[config.mk]
export PLATFORM = sky130hd
export DESIGN_NAME = instruction_dispatcher
export DESIGN_NICKNAME = d
export VERILOG_FILES = /design/src/rtl/instruction_dispatcher.sv
export SDC_FILE = /design/constraint.sdc
export NUM_CORES = 1
export LEC_CHECK = 0
export CAP_MARGIN = 5
export CORE_MARGIN = 8
export CORE_UTILIZATION = 59
export DETAILED_ROUTE_END_ITERATION = 8
export HOLD_SLACK_MARGIN = 0.05
export PLACE_DENSITY = 0.79
export RECOVER_POWER = 50
export SLEW_MARGIN = 20
export SYNTH_ARGS = -nofsm -noshare
export SYNTH_HDL_FRONTEND = slang
export SYNTH_SLANG_ARGS = --single-unit
[constraint.sdc]
create_clock -name clk -period 7.1 [get_ports clk]
set_clock_uncertainty 0.1 [all_clocks]
set_input_delay 1.065 -clock clk [delete_from_list [all_inputs] [get_ports clk]]
set_output_delay 1.065 -clock clk [all_outputs]
set_load 0.01 [all_outputs]
[src/rtl/instruction_dispatcher.sv]
// instruction_dispatcher
//   Buffers {dataA,dataB} instruction pairs from the processor in a FIFO and
//   hands them to the decoder one at a time. Entries whose opcode
//   (dataA[3:0]) is not 0..3 are discarded. Each valid instruction is
//   presented with a one-cycle clk_en pulse. The block then waits for the
//   control unit's done pulse, or gives up after TIMEOUT cycles.
//
// Ports
//   clk, reset               rising-edge clock, synchronous active-low reset
//   wrreg, dataA, dataB      processor write strobe + instruction words
//   done                     control unit finished the current instruction
//   out_dataA, out_dataB     instruction held for the decoder
//   clk_en, new_instruction  issue pulse (high) / its complement
//   full, empty, busy        FIFO status, FSM not idle
//   overflow, timeout_err    sticky error flags
//   drop_count               invalid-opcode drops, saturating at 255
module instruction_dispatcher #(
  parameter int DEPTH   = 8,
  parameter int TIMEOUT = 1024
) (
  input  logic        clk,
  input  logic        reset,
  input  logic        wrreg,
  input  logic [31:0] dataA,
  input  logic [31:0] dataB,
  input  logic        done,
  output logic [31:0] out_dataA,
  output logic [31:0] out_dataB,
  output logic        clk_en,
  output logic        new_instruction,
  output logic        full,
  output logic        empty,
  output logic        busy,
  output logic        overflow,
  output logic        timeout_err,
  output logic [7:0]  drop_count
);
  localparam int AW = (DEPTH > 1) ? $clog2(DEPTH) : 1;
  localparam int CW = AW + 1;
  localparam int TW = (TIMEOUT > 1) ? $clog2(TIMEOUT) : 1;

  typedef enum logic [1:0] {S_IDLE, S_ISSUE, S_WAIT} state_t;
  typedef struct packed {
    logic [31:0] a;
    logic [31:0] b;
  } entry_t;

  entry_t         r_mem [DEPTH];
  logic [AW-1:0]  r_wr_ptr, r_rd_ptr;
  logic [CW-1:0]  r_count;
  state_t         r_state, w_state_nxt;
  logic [TW-1:0]  r_wait_cnt;
  logic [31:0]    r_out_a, r_out_b;
  logic           r_overflow, r_timeout_err;
  logic [7:0]     r_drop_count;

  entry_t         w_head;
  logic           w_full, w_empty, w_wr, w_pop, w_head_valid, w_timeout;

  assign w_full       = (r_count == CW'(DEPTH));
  assign w_empty      = (r_count == '0);
  // Acceptance uses the pre-pop count, so a full FIFO rejects a write even
  // when a pop frees a slot in the same cycle.
  assign w_wr         = wrreg && !w_full;
  assign w_pop        = (r_state == S_IDLE) && !w_empty;
  assign w_head       = r_mem[r_rd_ptr];
  assign w_head_valid = (w_head.a[3:2] == 2'b00);

  // Storage carries no reset; a flush is just a pointer/count clear.
  always_ff @(posedge clk) begin
    if (reset && w_wr) r_mem[r_wr_ptr] <= '{a: dataA, b: dataB};
  end

  always_comb begin
    w_state_nxt = r_state;
    w_timeout   = 1'b0;
    case (r_state)
      S_IDLE:  if (w_pop && w_head_valid) w_state_nxt = S_ISSUE;
      S_ISSUE: w_state_nxt = S_WAIT;
      S_WAIT: begin
        // done wins over a coinciding timeout
        if (done) w_state_nxt = S_IDLE;
        else if (r_wait_cnt == TW'(TIMEOUT - 1)) begin
          w_state_nxt = S_IDLE;
          w_timeout   = 1'b1;
        end
      end
      default: w_state_nxt = S_IDLE;
    endcase
  end

  always_comb begin
    clk_en          = 1'b0;
    new_instruction = 1'b1;
    busy            = 1'b0;
    if (r_state == S_ISSUE) begin
      clk_en          = 1'b1;
      new_instruction = 1'b0;
    end
    if (r_state != S_IDLE) busy = 1'b1;
  end

  always_ff @(posedge clk) begin
    if (!reset) begin
      r_state       <= S_IDLE;
      r_wr_ptr      <= '0;
      r_rd_ptr      <= '0;
      r_count       <= '0;
      r_wait_cnt    <= '0;
      r_out_a       <= '0;
      r_out_b       <= '0;
      r_overflow    <= 1'b0;
      r_timeout_err <= 1'b0;
      r_drop_count  <= '0;
    end else begin
      r_state <= w_state_nxt;

      if (w_wr)  r_wr_ptr <= r_wr_ptr + 1'b1;
      if (w_pop) r_rd_ptr <= r_rd_ptr + 1'b1;
      case ({w_wr, w_pop})
        2'b10:   r_count <= r_count + 1'b1;
        2'b01:   r_count <= r_count - 1'b1;
        default: r_count <= r_count;
      endcase

      if (wrreg && w_full) r_overflow <= 1'b1;
      if (w_timeout)       r_timeout_err <= 1'b1;

      if (w_pop) begin
        if (w_head_valid) begin
          r_out_a <= w_head.a;
          r_out_b <= w_head.b;
        end else if (r_drop_count != 8'hFF) begin
          r_drop_count <= r_drop_count + 1'b1;
        end
      end

      // Counter is held at zero outside WAIT, so it starts from 0 on entry.
      if (r_state == S_WAIT) r_wait_cnt <= r_wait_cnt + 1'b1;
      else                   r_wait_cnt <= '0;
    end
  end

  assign out_dataA   = r_out_a;
  assign out_dataB   = r_out_b;
  assign full        = w_full;
  assign empty       = w_empty;
  assign overflow    = r_overflow;
  assign timeout_err = r_timeout_err;
  assign drop_count  = r_drop_count;
endmodule

==> results.py <==
metrics = {
    "worst_setup_path": {
        "crit_path_max_incr_delay_ns": 2.63,
        "cpLargestDelayFamily": "flip-flops",
        "path_cells": "buf_4 -> mux4_2 -> mux2i_1 -> a211oi_2",
        "worstPathRequired_ns": 7.46,
        "cpMaxStageDelayCell": "dfxtp_1",
        "crit_type": "reg -> reg",
        "endpoint_kind": "flip-flop",
        "path_buf_inv": 1,
        "arrival_ns": 5.25,
        "critPathLaunchType": "flip-flop",
        "crit_path_max_fanout": 65,
    },
    "global_route": {
        "antenna_found_initial": 9,
        "overflow": 0,
        "gr-usage-all-layers_pct": 20.2,
        "grt_pass1_wl_mm": 71.5,
        "grt_max_degree": 123,
        "grt_pass1_vias": 12100,
    },
    "routing": {
        "drt_iter0_markers": 857,
        "wirelength_mm": 46.7,
        "vias": 11400,
        "wl_per_cell_um": 24.9,
        "post_drt_via_cell_ratio": 6.07,
        "ant_nets": 0,
        "firstDrtPassIters": 5,
        "post-route-drc-count": 0,
    },
    "sta": {
        "setup_tns_ns": 0,
        "worst_pin_slew_ns": 3.37,
        "drv_slew": 64,
        "setup_violations": 0,
        "finalCritPeriodShare_pct": 69.0,
        "rsz0062_at_grt": "no",
        "min_period_ns": 4.90,
        "fmax_mhz": 204,
        "hold_viol_final": 0,
        "slew_headroom_pct": -125,
    },
    "cells_and_area": {
        "finalNonFillerCells": 1872,
        "final_common_cell": "edfxtp_1",
        "syn2layout_area_growth_pct": 17.0,
        "nets": 1379,
        "layout-drive-gt1-share_pct": 22.8,
        "layout_common_cells": "edfxtp_1 (512), mux4_2 (126), dlygate4sd3_1 (123)",
        "fillers": 2317,
    },
    "floorplan": {
        "die_w_um": 214,
        "fp-row-count": 72,
        "core_sq_um": 38600,
        "dieArea_sq_um": 45800,
        "initial_core_util_pct": 59.9,
        "io_pins": 147,
        "die_h_um": 214,
    },
    "power_and_ir_drop": {
        "max-vdd-ir-drop_mv": 0.318,
        "p_per_area_nw_per_um2": 349,
        "power_frac_clock_pct": 32.8,
        "p_leak_nw": 8.50,
        "internal_power_mw": 6.90,
        "pwr-share-seq_pct": 45.3,
        "switchingPower_mw": 2.55,
        "combPwrFrac_pct": 21.9,
        "netSwitchingFraction_pct": 27.0,
    },
    "hold_path": {
        "hold_class": "reg -> reg",
    },
    "yosys": {
        "ys.warnings.count": 0,
        "synth_top_flop_cell": "edfxtp_1",
        "postSynthAreaPerCell_sq_um": 20.2,
        "synth_area_leaders": "edfxtp_1 (66%), mux4_2 (12%), dfxtp_1 (8.6%)",
        "ys_seq_area_share_pct": 75.0,
        "synthCells": 1147,
        "synth.top_cell.area_share_pct": 66.5,
        "yosysUniqueCellTypes": 38,
        "yosys.area.top_type": "edfxtp_1",
        "synth_area_sq_um": 23100,
        "async_flop_share_pct": 0,
        "synth_edf_count": 512,
        "synth_seq_cells": 611,
        "synth_nets": 1222,
    },
    "cts": {
        "holdBufCountCts": 0,
        "cts.sinks": 611,
        "cts_setup_buffers": 0,
        "clockBufferDepth": 3,
        "cts-buffers-inserted": 58,
        "clkTransAtPathRegs_ns": 0.07,
        "clock_tree.root_cell": "clkbuf_16",
        "htree_num_levels": 2,
        "cts_resized": 0,
        "cts_tree": "done",
        "clock_latency_ns": 0.60,
    },
    "placed_design": {
        "placement.io_buffers": 146,
        "place_hpwl_mm": 25.8,
        "gp_congestion": 0.737,
        "dp.cells": 1762,
    },
    "status": {
        "status": "complete, but fails checks",
        "violations": "capacitance limit, slew limit",
    },
    "run": {
        "drv_cap": 1,
    },
}
## state kept, by name, indices dropped and copies added (netlist names), 2 cells and up, named ones only
name,count
r_state,2
r_rd_ptr,3
drop_count,8
r_wait_cnt,10
out_dataB,32
out_dataA,32
r_count,4
r_wr_ptr,3
r_mem,512
## power by group through the flow
stage	Clock, mW	Sequential [mW]	Combinational (mW)
global placement	0	4.34	2.08
global route	3.29	4.30	2.23
floorplan	0	4.36	1.43
detailed placement	0	4.35	2.13
finish	3.10	4.28	2.07
CTS	3.15	4.29	2.15
## path summary, 6_finish.rpt
check	startpoint	end	slack, ns	cells after the start
hold reg to reg	r_wait_cnt[0]	r_wait_cnt[0]	0.36	1
hold / removal	r_wait_cnt[0]	r_wait_cnt[0]	0.36	1
setup reg to reg	flip-flop	out_dataA[11]	2.20	4
setup / recovery	flip-flop	out_dataA[11]	2.20	4
## per-stage QoR
| stage | setup WS [ns] | total power, mW | cell area [sq um] | util, % | hold WS (ns) |
|---|---|---|---|---|---|
| 4_1_cts | 3.31 | 9.59 | 27100 | 70.1 | 0.357 |
| 5_1_grt | 2.04 | 9.83 | 27100 | 70.0 | 0.384 |
| 6_report | 2.20 | 9.45 | 27100 | 70.0 | 0.356 |
| 3_5_place_dp | 2.68 | 6.48 | 25100 | 65.0 | 0.346 |
| 2_1_floorplan | 0.566 | 5.78 | 23100 | - | 0.318 |
| 3_3_place_gp | 2.72 | 6.43 | 25100 | 65.0 | 0.328 |
## worst reg2reg max path, delay by kind of cell (launching register included)
family,cells,cell delay (ns)
flops,1,2.63
compound gates,1,0.13
buf+inv,1,1.06
mux,2,0.83
## layout make-up
cell class	count	area, sq um	area share [%]
flip-flops and latches	611	17400	64.1
multi-input cells	461	5470	20.2
clock buffers	77	1660	6.12
repair buffers	164	1610	5.93
well taps	518	648	2.39
clock inverters	32	289	1.07
inverters	8	32.5	0.120
diodes	1	2.50	0.00924
## routing by layer
layer / GRT usage [%] / share of wire (%)
met5: 0 / 0.12
met4: 6.90 / 2.5
met3: 4.32 / 6.8
met2: 34.3 / 51
met1: 25.9 / 40
## cells by family after synthesis
family	synth area share (%)
AOI/OAI and AO/OA	5.33
muxes	15.1
buffers and inverters	1.57
DFF	75.0
and+or+nand+nor	2.02
adders and majority gates	0.379
xor gates and xnor gates	0.568
## cell usage after synthesis (7+ instances only)
master    number
nor2_1        38
clkbuf_1      44
mux2i_1       65
nand3_1       12
mux4_2       126
nand2_1       13
inv_1          8
a211oi_2      60
xor2_1        10
dfxtp_1       99
buf_6          9
buf_2         11
edfxtp_1     512
ha_1           7
a21oi_1       77
(Power assumes the default switching activity.)
